<file path="src/rtl/cpu_seq_ctrl.sv">
// Multi-cycle CPU sequencer: steps an instruction through fetch, execute,
// memory and write-back, with stall/retire counters and a bus-stall watchdog.
module cpu_seq_ctrl #(
  parameter bit P_DECODE_BUF   = 1'b0,
  parameter bit P_RF_READ_BUF  = 1'b0,
  parameter bit P_MEM_BUF      = 1'b0,
  parameter bit P_WAIT_FOR_ACK = 1'b0,
  parameter int P_TIMEOUT      = 0,
  parameter int P_TO_W         = 8,
  parameter int P_CNT_W        = 32
) (
  input  logic               i_clk,
  input  logic               i_rst_n,
  input  logic               i_sleep,
  input  logic               i_exec_done,
  input  logic               i_dmem_wr,
  input  logic               i_dmem_rd,
  input  logic               i_wb,
  input  logic               i_ibus_busy,
  input  logic               i_dbus_busy,
  input  logic               i_dbus_ack,
  input  logic               i_trap_ack,
  output logic               o_en_fetch,
  output logic               o_update_pc,
  output logic               o_en_decode,
  output logic               o_en_rf_rd,
  output logic               o_en_exec,
  output logic               o_en_dmem_wr,
  output logic               o_en_dmem_rd,
  output logic               o_en_wb,
  output logic               o_wb_state,
  output logic               o_retire,
  output logic               o_trap,
  output logic [1:0]         o_trap_cause,
  output logic [P_CNT_W-1:0] o_stall_cnt,
  output logic [P_CNT_W-1:0] o_retire_cnt
);

  typedef enum logic [2:0] {
    ST_INIT       = 3'd0,
    ST_DECODE     = 3'd1,
    ST_READ_RF    = 3'd2,
    ST_EXECUTE    = 3'd3,
    ST_MEM_PREBUF = 3'd4,
    ST_MEMORY     = 3'd5,
    ST_WRITE_BACK = 3'd6,
    ST_TRAP       = 3'd7
  } state_e;

  // First state of every instruction after the fetch has been accepted.
  localparam state_e ST_S = P_DECODE_BUF  ? ST_DECODE  :
                            P_RF_READ_BUF ? ST_READ_RF : ST_EXECUTE;

  localparam int              TO_LIM_I = (P_TIMEOUT > 0) ? P_TIMEOUT - 1 : 0;
  localparam logic [P_TO_W-1:0] TO_LIM = TO_LIM_I[P_TO_W-1:0];

  state_e             state_q, state_d, nat_next;
  logic [P_CNT_W-1:0] stall_cnt_q, stall_cnt_d;
  logic [P_CNT_W-1:0] retire_cnt_q, retire_cnt_d;
  logic [P_TO_W-1:0]  wd_q, wd_d;
  logic [1:0]         trap_cause_q, trap_cause_d;
  logic               dready, stall, timeout;

  assign dready = !i_dbus_busy && (!P_WAIT_FOR_ACK || i_dbus_ack);

  always_comb begin
    // NOTE: every combinational output gets a default first so no path infers a latch.
    nat_next     = state_q;
    o_en_fetch   = 1'b0;
    o_update_pc  = 1'b0;
    o_en_decode  = 1'b0;
    o_en_rf_rd   = 1'b0;
    o_en_exec    = 1'b0;
    o_en_dmem_wr = 1'b0;
    o_en_dmem_rd = 1'b0;
    o_en_wb      = 1'b0;
    o_wb_state   = 1'b0;
    o_trap       = 1'b0;

    case (state_q)
      ST_INIT: begin
        o_en_fetch  = 1'b1;
        o_en_decode = 1'b1;
        o_update_pc = !i_ibus_busy;
        if (!i_ibus_busy) nat_next = ST_S;
      end
      ST_DECODE: begin
        o_en_decode = 1'b1;
        nat_next    = P_RF_READ_BUF ? ST_READ_RF : ST_EXECUTE;
      end
      ST_READ_RF: begin
        o_en_decode = 1'b1;
        o_en_rf_rd  = 1'b1;
        nat_next    = ST_EXECUTE;
      end
      ST_EXECUTE: begin
        o_en_exec    = 1'b1;
        o_en_decode  = 1'b1;
        o_en_dmem_wr = i_dmem_wr;
        o_en_fetch   = i_exec_done && !i_dmem_rd;
        o_update_pc  = i_exec_done && !i_dmem_rd;
        if (i_exec_done) begin
          if (i_dmem_rd || i_dmem_wr) nat_next = P_MEM_BUF ? ST_MEM_PREBUF : ST_MEMORY;
          else                        nat_next = ST_WRITE_BACK;
        end
      end
      ST_MEM_PREBUF: begin
        o_en_dmem_rd = i_dmem_rd;
        nat_next     = ST_MEMORY;
      end
      ST_MEMORY: begin
        o_en_dmem_rd = i_dmem_rd;
        o_en_fetch   = i_dmem_rd && dready;
        o_update_pc  = i_dmem_rd && dready;
        o_en_wb      = i_wb && !i_dmem_rd;
        if (dready) begin
          if (i_dmem_rd)                     nat_next = ST_WRITE_BACK;
          else if (i_dmem_wr && !i_ibus_busy) nat_next = ST_S;
        end
      end
      ST_WRITE_BACK: begin
        o_en_wb      = i_wb;
        o_en_dmem_rd = i_dmem_rd;
        o_wb_state   = 1'b1;
        if (!i_ibus_busy) nat_next = ST_S;
      end
      ST_TRAP: begin
        o_trap = 1'b1;
        if (i_trap_ack) nat_next = ST_INIT;
      end
      default: nat_next = ST_INIT;
    endcase

    // Only bus-facing waits count as stalls; a slow execute unit does not.
    stall = !i_sleep && (nat_next == state_q) &&
            (state_q == ST_INIT || state_q == ST_MEMORY || state_q == ST_WRITE_BACK);
    // A bus that becomes ready clears stall, so forward progress beats the timeout.
    timeout = (P_TIMEOUT > 0) && stall && (wd_q == TO_LIM);

    o_retire = !i_sleep && (nat_next == ST_S) &&
               (state_q == ST_MEMORY || state_q == ST_WRITE_BACK);

    if (i_sleep)      state_d = state_q;
    else if (timeout) state_d = ST_TRAP;
    else              state_d = nat_next;

    stall_cnt_d  = stall    ? stall_cnt_q  + P_CNT_W'(1) : stall_cnt_q;
    retire_cnt_d = o_retire ? retire_cnt_q + P_CNT_W'(1) : retire_cnt_q;

    if (i_sleep)                 wd_d = wd_q;
    else if (state_d != state_q) wd_d = '0;
    else if (stall)              wd_d = wd_q + P_TO_W'(1);
    else                         wd_d = wd_q;

    trap_cause_d = trap_cause_q;
    if (timeout) trap_cause_d = (state_q == ST_MEMORY && !dready) ? 2'b10 : 2'b01;

    if (i_sleep) begin
      o_en_fetch   = 1'b0;
      o_update_pc  = 1'b0;
      o_en_decode  = 1'b0;
      o_en_rf_rd   = 1'b0;
      o_en_exec    = 1'b0;
      o_en_dmem_wr = 1'b0;
      o_en_dmem_rd = 1'b0;
      o_en_wb      = 1'b0;
    end
  end

  always_ff @(posedge i_clk) begin
    // NOTE: sequential state uses non-blocking assignments so all flops update together.
    if (!i_rst_n) begin
      state_q      <= ST_INIT;
      stall_cnt_q  <= '0;
      retire_cnt_q <= '0;
      wd_q         <= '0;
      trap_cause_q <= 2'b00;
    end else begin
      state_q      <= state_d;
      stall_cnt_q  <= stall_cnt_d;
      retire_cnt_q <= retire_cnt_d;
      wd_q         <= wd_d;
      trap_cause_q <= trap_cause_d;
    end
  end

  assign o_trap_cause = trap_cause_q;
  assign o_stall_cnt  = stall_cnt_q;
  assign o_retire_cnt = retire_cnt_q;

endmodule

</file>
<file path="config.mk">
export PLATFORM = sky130hd
export DESIGN_NAME = cpu_seq_ctrl
export DESIGN_NICKNAME = d
export VERILOG_FILES = /design/src/rtl/cpu_seq_ctrl.sv
export SDC_FILE = /design/constraint.sdc
export NUM_CORES = 1
export LEC_CHECK = 0
export BUFFER_PORTS_ARGS = -buffer_cell sky130_fd_sc_hd__buf_2
export CAP_MARGIN = 20
export CORE_UTILIZATION = 58
export DETAILED_ROUTE_END_ITERATION = 10
export MAX_ROUTING_LAYER = met4
export PLACE_DENSITY = 0.91
export REMOVE_ABC_BUFFERS = 1
export SYNTH_ARGS = -nofsm -noshare
export SYNTH_HDL_FRONTEND = slang
export SYNTH_SLANG_ARGS = --single-unit
</file>
<file path="constraint.sdc">
create_clock -name i_clk -period 3.9 [get_ports i_clk]
set_input_delay 0 -clock i_clk [delete_from_list [all_inputs] [get_ports i_clk]]
set_output_delay 0 -clock i_clk [all_outputs]
set_load 0.02 [all_outputs]
</file>
* After elaboration in Yosys (flattened, before gate mapping)
Cells that the tools add are included.
Word-level totals: bits in registers 67, input bits 11, output and inout port bits 77, logic and storage cells 61
Cells by class: $add $sub $neg 2, equal/unequal tests 9, muxes and demuxes 26, reductions and logical operators 21
Operators with widths (number):
- $add 32x1->32 const B | 2
- $mux 3 | 6
- $pmux 3 s6 | 1
- $mux 1 | 15
- $eq 3x3->1 const B | 4
- $eq 3x2->1 const B | 3
- $logic_and 1x1->1 | 8
- $pmux 1 s3 | 2
- $logic_not 1->1 | 4
- $logic_or 1x1->1 | 4
- $reduce_or 2->1 | 2
- $reduce_or 4->1 | 1
- $eq 3x1->1 const B | 1
- $eq 3x3->1 | 1
- $logic_not 3->1 | 1
- $reduce_or 3->1 | 1
- $mux 2 | 1
- $pmux 1 s2 | 1

* Logic depth before layout (Yosys ltp)
Gate-level depths: netlist of the first run.
depth in word-level cells 9, mapped depth 8, mapped depth without buffers 6

* Worst setup path after synthesis of the first run
Ideal clock, no wire load.
path type register -> register, from register retire_cnt_q[4], in the netlist o_retire_cnt[4], to register retire_cnt_q[26], in the netlist o_retire_cnt[26], setup time 0.070 ns, arrival 2.189 ns, data required time 3.830 ns, slack 1.640 ns, stages on the path, launching flop included 7, buffers on the path 1, clock period less this slack 2.260 ns, cells stage by stage dfxtp_1 nand4_4 nor4_4 or3b_2 clkbuf_1 or4_1 a21oi_1
Between the ends: longest elaborated chain between the ends 1
Ends and longest elaborated chain:
- start: declaration | line 59 | logic [P_CNT_W-1:0] retire_cnt_q, retire_cnt_d;
- start signal: assignment | line 181 | retire_cnt_q <= retire_cnt_d;
- $add 32x1->32 | line 148 | retire_cnt_d = o_retire ? retire_cnt_q + P_CNT_W'(1) : retire_cnt_q;
Every way passes these cells. A chain may end at the register's enable or synchronous reset.

* Worst setup path in the final report of the first run
from register state_q[2], to register retire_cnt_q[13], in the netlist o_retire_cnt[13]
Between the ends: longest elaborated chain between the ends 7, elaborated cells on any way between the ends 21, those cells by class 8 x eq/ne; 7 x mux; 6 x reduce/logical
Ends and longest elaborated chain:
- start: declaration | line 57 | state_e state_q, state_d, nat_next;
- start signal: assignment | line 179 | state_q <= state_d;
- $mux 3 | line 118 | else if (i_dmem_wr && !i_ibus_busy) nat_next = ST_S;
- $mux 3 | line 117 | if (i_dmem_rd) nat_next = ST_WRITE_BACK;
- $mux 3 | line 116 | if (dready) begin
- $pmux 3 s6 | line 80 | case (state_q)
- $eq 3x2->1 | line 140 | o_retire = !i_sleep && (nat_next == ST_S) &&
- $logic_and 1x1->1 | line 140
- $logic_and 1x1->1 (*) | line 140
Every way passes the cells marked *; elsewhere a longest branch is shown, timed or not.

==> key figures, run 1 <==
Outcome
  • Status: finished clean

Setup path
  • Worst path max stage delay: 0.92 ns
  • Worst-path fanout max: 26
  • Critical setup path kind: flop to flop
  • Crit start category: flop
  • Worst EP required: 4.16 ns
  • Crit path DAT: 3.28 ns
  • R2R depth: 5
  • Worst r2r src: state_q[2]
  • CP endpoint kind: flop
  • Worst reg2reg setup slack: 0.87 ns
  • Crit-path cells: nor2b_1, o21ai_1, or4b_1, or4_1, a21oi_1
  • Slowest-stage cell, CP: or4b_1
  • Worst R2R End: o_retire_cnt[13]

Worst hold path
  • HP Class: input pin to flop
  • Hold path depth: 2
  • Hold endpoint: state_q[0]
  • HP Start: i_sleep

STA
  • Setup tns final: 0 ns
  • Rel. slew slack: 28.8%
  • Final setup vio count: 0
  • RSZ-0062 raised after global routing: false
  • Tcrit/Tclk final: 77.6%
  • Worst Tran Pin Value: 1.07 ns
  • Final Skew: 0.00848 ns
  • Tmin final: 3.03 ns
  • Fmax: 331 MHz
  • Slew Viols, Final: 0
  • Final worst slack: 0.874 ns
  • Final hold vios: 0

GRT
  • Total Routing Usage GR: 27.5%
  • Vias in the first global route: 3254
  • Overflow after GRT: 0
  • First-pass GRT wire length: 14000 um
  • Initial antenna violation count: 0
  • Pin count of the biggest net entering global routing: 64

Floorplanning
  • Chip height: 80.8 um
  • Core ar.: 0.00596 sq mm
  • Io pins: 88
  • Initial core utilization: 60.4%
  • Die Wd: 80.8 um
  • Placement Rows: 28
  • Die footprint: 0.00652 sq mm

Placed design
  • GPL Wtd Cong: 0.888
  • Pre-CTS setup slack: 0.943 ns
  • Port bufs: 84
  • Hpwl dp: 5860 um
  • Placed Area: 0.00400 sq mm

CTS
  • CTS clk-pin slew, worst paths: 0.07 ns
  • CTS buffer count: 9
  • Hold Buf Count CTS: 1
  • Num Clock Sinks: 67
  • CTS tree: built
  • Clk buf depth: 2
  • H-tree levels: 3
  • Root Driver: clkbuf_8
  • CTS resizes: 0
  • Skew-Pair Late Insertion Delay: 0.34 ns
  • Post-CTS Setup Inserts: 0

Logic synthesis
  • Synth unique cells: 54
  • Share of async-settable or async-resettable flops after synthesis: 0%
  • Mapped Cells: 446
  • Synth area leaders: dfxtp_1 37%, a21oi_1 8.5%, or4_1 6.9%, o31ai_1 6.7%, or3_1 4.0%
  • Synth warnings: 0
  • FF+latch count, synth: 67
  • Yosys top cell by area: dfxtp_1
  • Mean post-synth cell area: 8.07 sq um
  • Synth top area share: 37.3%
  • Post-Synthesis Cell Area: 0.00360 sq mm
  • Number of synthesized flops with an enable pin: 0
  • Top FF cell, synth: dfxtp_1
  • Post-synthesis sequential area ratio: 37.3%

Cells and area
  • FILL cells: 508
  • Post-route cell area: 0.00424 sq mm
  • Nets: 529
  • Proportion of layout cells with a drive suffix above 1: 21.5%
  • Area Overhead vs Synth: 17.8%
  • Area of the multi-input gates: 0.00207 sq mm
  • ANT cells: 0
  • FF/Latch Area: 0.00134 sq mm

Job
  • # Max-Cap Violations: 0

Routing
  • Iteration-0 DRC Markers: 245
  • Antenna-violating nets left: 0
  • Final WL: 8680 um
  • Routed vias: 3721
  • Routed WL per cell: 14.6 um
  • Vias/cell: 6.24
  • DRT Pass-1 Iters: 5
  • # DRC: 0

Power and ir drop
  • Pleak: 1.52 nW
  • Tot Pwr: 0.00143 W
  • PwrDens: 337 mW/mm^2
  • Worst vdd ir: 0.215 mV
## through the flow
stage,std cells,hold slack [ns],utilization (%)
final,596,0.0185,71.2
after global routing,596,0.0353,71.2
after CTS,596,0.00767,71.2
after detailed placement,579,0.306,67.2
after global placement,579,0.300,67.2
after floorplan,418,0.0820,-
## per-layer routing
metal  vias up  track usage [%]  routed length (um)
li1       1827                -                   -
met1      1748             32.4                3800
met2       129             46.1                4200
met3        17             5.62                 544
met4         0             10.7                 136
met5         -                -                   0
## sequential cells by signal (all words and copies together), names as in the netlist
register / flops
o_retire_cnt: 32
o_stall_cnt: 32
state_q: 3
## area by class of cell
type / instances / area share, %
Clock buffer: 12 / 3.66
Clock inverter: 4 / 1.71
Tap cell: 75 / 2.21
Timing Repair Buffer: 87 / 10.5
Inverter: 15 / 1.33
Sequential cell: 67 / 31.7
Multi-Input combinational cell: 336 / 48.9
## power by group
part	internal [W]	leakage [nW]	switching, W
clock network	0.000394	0.113	0.000266
logic	0.0000244	0.863	0.0000480
registers	0.000686	0.540	0.00000938
## cells by family (layout without fill, tap and decap cells)
| logic type | Yosys count | count (layout) | synth area share (%) |
|---|---|---|---|
| XOR/XNOR | 5 | 5 | 1.22 |
| AND/OR/NAND/NOR | 187 | 187 | 31.9 |
| AO/OA/AOI/OAI | 137 | 137 | 22.7 |
| multiplexers | 3 | 3 | 0.870 |
| flip-flops | 67 | 67 | 37.3 |
| adder cells (fa/ha/maj) | 2 | 2 | 0.696 |
| buffers and inverters | 44 | 118 | 5.18 |
| other | 1 | 2 | 0.104 |
## synthesized netlist by cell type (3+ instances only)
library cell / count
clkbuf_1: 23
dfxtp_1: 67
nor3b_1: 4
nand2_1: 30
nor3_1: 9
nand2b_1: 5
and3_1: 5
a21oi_1: 61
nor4_1: 4
o21a_1: 4
buf_4: 3
inv_1: 14
xnor2_1: 4
or3_1: 23
nor2_1: 16
nor2b_1: 5
nand4_1: 13
or4_1: 33
o31ai_1: 32
o21ai_0: 27
nand3_1: 21
## worst max-delay path: cells and delay by family (launching register included)
| family | cells | cell delay (ns) |
|---|---|---|
| compound gates | 2 | 0.41 |
| flops | 1 | 0.66 |
| simple gates | 3 | 1.86 |
## how the worst max path moves through the flow
stage	slack [ns]	startpoint	end
6_report	0.87	state_q[2]	o_retire_cnt[13]
5_1_grt	0.69	state_q[2]	o_retire_cnt[13]
4_1_cts	0.92	state_q[2]	o_retire_cnt[13]
3_5_place_dp	0.94	state_q[2]	o_retire_cnt[13]
3_3_place_gp	1.06	state_q[2]	o_retire_cnt[29]
2_1_floorplan	1.43	state_q[2]	o_retire_cnt[13]
## cells in the final DEF, fill, tap and decap left out, types with 11 or more instances in the layout
| master | synthesis | final |
|---|---|---|
| a21oi_1 | 61 | 61 |
| buf_2 | 2 | 84 |
| clkbuf_8 | 0 | 11 |
| dfxtp_1 | 67 | 67 |
| inv_1 | 14 | 14 |
| nand2_1 | 30 | 30 |
| nand3_1 | 21 | 21 |
| nand4_1 | 13 | 13 |
| nor2_1 | 16 | 16 |
| o21ai_0 | 27 | 27 |
| o31ai_1 | 32 | 32 |
| or3_1 | 23 | 23 |
| or4_1 | 33 | 33 |
(Power assumes the default switching activity.)
==> run 2: changes to the inputs <==
Settings changed: ABC_AREA from default to 1, CORE_UTILIZATION 58 to 51, PLACE_DENSITY 0.91 to 0.82.
Clock period 3.9 ns to 2.6 ns, I/O delays scaled along.
==> run 2 against run 1 <==
Compared with the run above: combinational power grew to 4.3 times the previous value; hold slack better by 0.067 ns; critical path depth is 5 higher; core utilization is 11 points lower; clock power is 60% higher; power is 69% higher; area after synthesis is 27% higher; largest power group unchanged.
==> key figures, run 2 <==
Cells and area
  • Proportion of layout cells with a drive suffix above 1: 20.6%
  • Area Overhead vs Synth: 14.7%
  • Non-filler cells in the finished layout: 913
  • Most frequent cells in the layout: 260 x nand2_1, 111 x nor2_1, 84 x buf_2
  • Nets: 813
  • ANT cells: 0
  • Most common cell after layout, fill and taps aside: nand2_1

CTS
  • CTS buffer count: 9
  • Num Clock Sinks: 67
  • Root Driver: clkbuf_8
  • CTS tree: built
  • CTS clk-pin slew, worst paths: 0.08 ns
  • Clk buf depth: 2
  • H-tree levels: 3
  • Skew-Pair Late Insertion Delay: 0.35 ns
  • CTS resizes: 0

Logic synthesis
  • Share of async-settable or async-resettable flops after synthesis: 0%
  • Synth area leaders: dfxtp_1 29%, nand2_1 21%, nor2_1 9.1%, xor2_1 5.2%, nand3_1 5.0%
  • Number of synthesized flops with an enable pin: 0
  • Mapped Cells: 722
  • Top FF cell, synth: dfxtp_1
  • Synth top area share: 29.2%
  • FF+latch count, synth: 67
  • Synth unique cells: 37
  • Yosys top cell by area: dfxtp_1
  • Post-Synthesis Cell Area: 0.00459 sq mm
  • Most common cell in the synthesized netlist: nand2_1
  • Post-synthesis sequential area ratio: 29.2%
  • Synth warnings: 0
  • Mean post-synth cell area: 6.35 sq um
  • Post-synth top cells: 260 x nand2_1, 111 x nor2_1, 67 x dfxtp_1

Routing
  • Iteration-0 DRC Markers: 214
  • DRT Pass-1 Iters: 5
  • Vias/cell: 5.39
  • Routed WL per cell: 13.4 um
  • Final WL: 12300 um
  • Routed vias: 4923
  • # DRC: 0
  • Antenna-violating nets left: 0

Setup path
  • Crit path DAT: 2.35 ns
  • R2R depth: 10
  • Slowest-stage cell, CP: dfxtp_1
  • Worst path max stage delay: 0.57 ns
  • Worst R2R End: o_stall_cnt[22]
  • Crit start category: flop
  • Critical setup path kind: flop to primary output
  • CP Launch Point: state_q[0]
  • Worst path depth: 10
  • Worst reg2reg setup slack: 0.40 ns
  • Crit-path cells: inv_2, nand2_1, nand3_2, nand2_1, nor2_2, nand2_2, nand2_4, nor2_8, buf_4, buf_2
  • Buf+Inv Stages, Crit Path: 3
  • Most used cell, CP: nand2_1
  • Worst path top cell family by delay: simple AND/OR/NAND/NOR gates
  • Worst r2r src: state_q[2]
  • Worst-path fanout max: 22
  • Worst EP required: 2.60 ns
  • CP endpoint kind: primary output

GRT
  • Vias in the first global route: 4526
  • First-pass GRT wire length: 20400 um
  • Met3 Resource Use GR: 4.12%
  • Pin count of the biggest net entering global routing: 36
  • Initial antenna violation count: 0
  • Total Routing Usage GR: 26.8%
  • Overflow after GRT: 0
  • Met2 track demand over resource: 45.7%
  • M1 GR Usage: 31.3%
  • GRT busiest layer: met2

Floorplanning
  • Initial core utilization: 52.6%
  • Core ar.: 0.00872 sq mm
  • Placement Rows: 34
  • Chip height: 96.8 um
  • Io pins: 88
  • Die Wd: 96.8 um
  • Die footprint: 0.00938 sq mm

Outcome
  • Status: finished clean

Placed design
  • Cells after DPL: 895
  • GPL Wtd Cong: 0.973
  • Port bufs: 84
  • Hpwl dp: 8890 um

Job
  • # Max-Cap Violations: 0

STA
  • Final setup vio count: 0
  • Rel. slew slack: 57.0%
  • Fmax: 426 MHz
  • Tmin final: 2.35 ns
  • Final Skew: 0.0111 ns
  • Worst Tran Pin Value: 0.643 ns
  • Tcrit/Tclk final: 90.2%
  • Setup tns final: 0 ns
  • Slew Viols, Final: 0
  • RSZ-0062 raised after global routing: false
  • Final hold vios: 0

Power and ir drop
  • PwrDens: 461 mW/mm^2
  • Pleak: 2.15 nW
  • Worst vdd ir: 0.244 mV

Worst hold path
  • HP Class: input pin to flop
  • Hold path depth: 4
  • HP Start: i_dbus_busy
  • Hold endpoint: state_q[1]
[run 2: changes by cell type after synthesis, sizes merged, moves of 21 or more]
cell,change
or4,-33
o21ai,-21
nor2,+100
or3,-23
nand2,+251
xor2,+26
nand3,+26
o31ai,-32
[run 2: repair_timing]
action,4_1_cts,5_1_grt
setup buffers,0,0
hold buffers,2,0
endpoints found under the hold margin,7,0
[run 2: cells by family (layout without fill, tap and decap cells)]
| logic type | after synthesis | after routing | synth area share, % |
|---|---|---|---|
| buf+inv | 60 | 142 | 7.26 |
| xor+xnor | 38 | 38 | 7.26 |
| simple gates | 478 | 478 | 45.0 |
| flops | 67 | 67 | 29.2 |
| compound gates | 76 | 76 | 10.6 |
| other cells | 1 | 2 | 0.0818 |
| fa+ha+maj | 2 | 2 | 0.546 |
[run 2: cell type report]
cell class | count | area, sq um
well taps | 108 | 135
repair buffers | 93 | 493
multi-input cells | 596 | 2920
fillers | 819 | 3460
clock buffers | 13 | 179
inverters | 33 | 126
clock inverters | 3 | 67.6
flip-flops and latches | 67 | 1340
[run 2: through the flow]
| step | worst slack [ns] | power [W] | hold WS (ns) | area, sq um | utilization (%) |
|---|---|---|---|---|---|
| 2_1_floorplan | 0.481 | 0.00128 | 0.0749 | 4380 | - |
| 3_3_place_gp | 0.517 | 0.00138 | 0.326 | 4990 | 57.2 |
| 3_5_place_dp | 0.406 | 0.00138 | 0.334 | 4990 | 57.2 |
| 4_1_cts | 0.271 | 0.00243 | 0.0395 | 5260 | 60.3 |
| 5_1_grt | 0.103 | 0.00251 | 0.107 | 5260 | 60.3 |
| 6_report | 0.255 | 0.00242 | 0.0858 | 5260 | 60.3 |
[run 2: routing by layer]
| metal | part of all wire (%) | vias up |
|---|---|---|
| met2 | 48 | 207 |
| met1 | 42 | 2225 |
| met5 | 0 | - |
| met4 | 2.9 | 0 |
| li1 | - | 2457 |
| met3 | 7.4 | 34 |
[run 2: where the power goes]
part           internal (W)  switching [W]  leakage [nW]
sequential          0.00104      0.0000206         0.540
clock              0.000646       0.000410         0.122
combinational     0.0000772       0.000233          1.49
[run 2: worst max path at each step]
| stage | to | slack (ns) |
|---|---|---|
| floorplan | o_stall_cnt[10] | 0.48 |
| global placement | o_stall_cnt[0] | 0.52 |
| detailed placement | o_stall_cnt[19] | 0.41 |
| CTS | o_retire | 0.27 |
| global route | o_retire | 0.10 |
| finish | o_retire | 0.25 |
[run 2: tightest hold or removal path: cells and delay by family]
family / cells / cell delay (ns)
compound gates: 2 / 0.20
buf+inv: 1 / 0.10
simple gates: 1 / 0.08
==> run 3: changes to the inputs <==
Settings changed: CORE_MARGIN from default to 5, PLACE_DENSITY 0.82 to 0.79.
==> run 3 against run 2 <==
Compared with the run above: sequential share of layout area up 0.38 points; via count down 1.0%; flip-flop and latch count unchanged; first-iteration DRC count increased by 15%; register-to-register slack improved by 0.02 ns; combinational power about the same; clock power fell by 28%; count of clock-buffer cells in the layout is 1 lower; hold slack got worse by 0.064 ns; sequential power hardly changed; critical endpoint is now o_stall_cnt[25]; highest routed layer unchanged.
==> key figures, run 3 (same netlist as run 2, synthesis figures left out) <==
Setup path
  • CP Launch Point: state_q[2]
  • Worst path top cell family by delay: simple AND/OR/NAND/NOR gates
  • Worst path max stage delay: 0.59 ns
  • Slowest-stage cell, CP: dfxtp_1
  • CP endpoint kind: flop
  • Worst reg2reg setup slack: 0.42 ns
  • Worst-path fanout max: 32
  • Worst EP required: 2.87 ns
  • Crit-path cells: inv_1, nand3_2, nand2_1, nor2_2, nand2_2, nand2_1, nand2_2, nand2_2, nand2_1, a21oi_1
  • Critical setup path kind: flop to flop
  • Buf+Inv Stages, Crit Path: 1
  • Crit start category: flop
  • Crit path DAT: 2.45 ns
  • Worst r2r src: state_q[2]

Power and ir drop
  • Tot Pwr: 0.00213 W
  • Worst vdd ir: 0.263 mV
  • PwrDens: 410 mW/mm^2
  • Pleak: 2.12 nW

Routing
  • DRT Pass-1 Iters: 5
  • Vias/cell: 5.36
  • Iteration-0 DRC Markers: 247
  • Routed vias: 4874
  • Final WL: 12200 um
  • # DRC: 0
  • Routed WL per cell: 13.4 um
  • Antenna-violating nets left: 0

Worst hold path
  • HP Start: i_dbus_busy
  • HP Class: input pin to flop

STA
  • Tcrit/Tclk final: 84.0%
  • Slew Viols, Final: 0
  • Worst Tran Pin Value: 0.605 ns
  • Tmin final: 2.18 ns
  • RSZ-0062 raised after global routing: false
  • Setup tns final: 0 ns
  • Final Skew: 0.0105 ns
  • Final hold vios: 0
  • Final setup vio count: 0
  • Fmax: 458 MHz
  • Rel. slew slack: 59.5%

Floorplanning
  • Chip height: 105 um
  • Die Wd: 105 um
  • Io pins: 88
  • Placement Rows: 34
  • Initial core utilization: 52.3%
  • Core ar.: 0.00876 sq mm
  • Die footprint: 0.0110 sq mm

Cells and area
  • Most common cell after layout, fill and taps aside: nand2_1
  • Area Overhead vs Synth: 13.0%
  • Most frequent cells in the layout: 260 x nand2_1, 111 x nor2_1, 84 x buf_2
  • FF/Latch Area: 0.00134 sq mm
  • Area of the multi-input gates: 0.00292 sq mm
  • ANT cells: 0
  • Proportion of layout cells with a drive suffix above 1: 20.1%
  • Nets: 811
  • FILL cells: 827

CTS
  • Skew-Pair Late Insertion Delay: 0.35 ns
  • H-tree levels: 3
  • CTS buffer count: 9
  • Root Driver: clkbuf_8
  • CTS resizes: 0
  • CTS clk-pin slew, worst paths: 0.07 ns
  • Clk buf depth: 2
  • CTS tree: built
  • Num Clock Sinks: 67

Placed design
  • GPL Wtd Cong: 0.958
  • Port bufs: 84
  • Hpwl dp: 8980 um

GRT
  • Initial antenna violation count: 0
  • First-pass GRT wire length: 20800 um
  • Total Routing Usage GR: 22.7%
  • Overflow after GRT: 0
  • Pin count of the biggest net entering global routing: 38
  • Vias in the first global route: 4608

Outcome
  • Status: finished clean

Job
  • # Max-Cap Violations: 0
-- run 3: worst paths after layout --
| kind | end | depth (start not counted) |
|---|---|---|
| worst min register to register | o_stall_cnt[31] | 2 |
| worst max register to register | o_stall_cnt[25] | 10 |
| worst min-delay path | state_q[1] | 4 |
| worst max-delay path | o_stall_cnt[25] | 10 |
-- run 3: layout make-up --
type	instances	share of cell area [%]
Multi-Input combinational cell	596	56.3
Sequential cell	67	25.9
Timing Repair Buffer	91	9.71
Clock buffer	12	2.80
Tap cell	108	2.61
Inverter	33	2.44
Clock inverter	3	0.290
-- run 3: power by group --
part	total (W)	switching [W]	internal, W
Sequential	0.00106	0.0000211	0.00104
Clock	0.000760	0.000397	0.000363
Combinational	0.000309	0.000231	0.0000789
-- run 3: metal layers --
metal | vias to the layer above | wire (um) | GRT usage, %
met5 | - | 0 | -
met4 | 0 | 323 | 8.13
met3 | 29 | 837 | 3.95
met2 | 176 | 5830 | 37.9
met1 | 2213 | 5180 | 27.6
li1 | 2456 | - | -
-- run 3: what timing repair did --
item	in CTS	in global routing
buffers inserted	0	0
hold buffers	2	0
hold endpoints to repair	7	0
endpoints found under the setup margin	0	0
-- run 3: stage by stage --
stage,instances,utilization (%),cell area (sq um),hold WS [ns],worst slack [ns]
2_1_floorplan,696,-,4380,0.0749,0.481
3_3_place_gp,893,57.1,5000,0.333,0.477
3_5_place_dp,893,57.1,5000,0.332,0.416
4_1_cts,910,59.1,5180,0.0180,0.405
5_1_grt,910,59.1,5180,0.0423,0.184
6_report,910,59.1,5180,0.0220,0.417
-- run 3: worst reg2reg max path, cell delays in order (launching register included) --
cell and delay, ns:
dfxtp_1 0.59, inv_1 0.16, nand3_2 0.11, nand2_1 0.10, nor2_2 0.18, nand2_2 0.10
nand2_1 0.08, nand2_2 0.06, nand2_2 0.45, nand2_1 0.11, a21oi_1 0.16
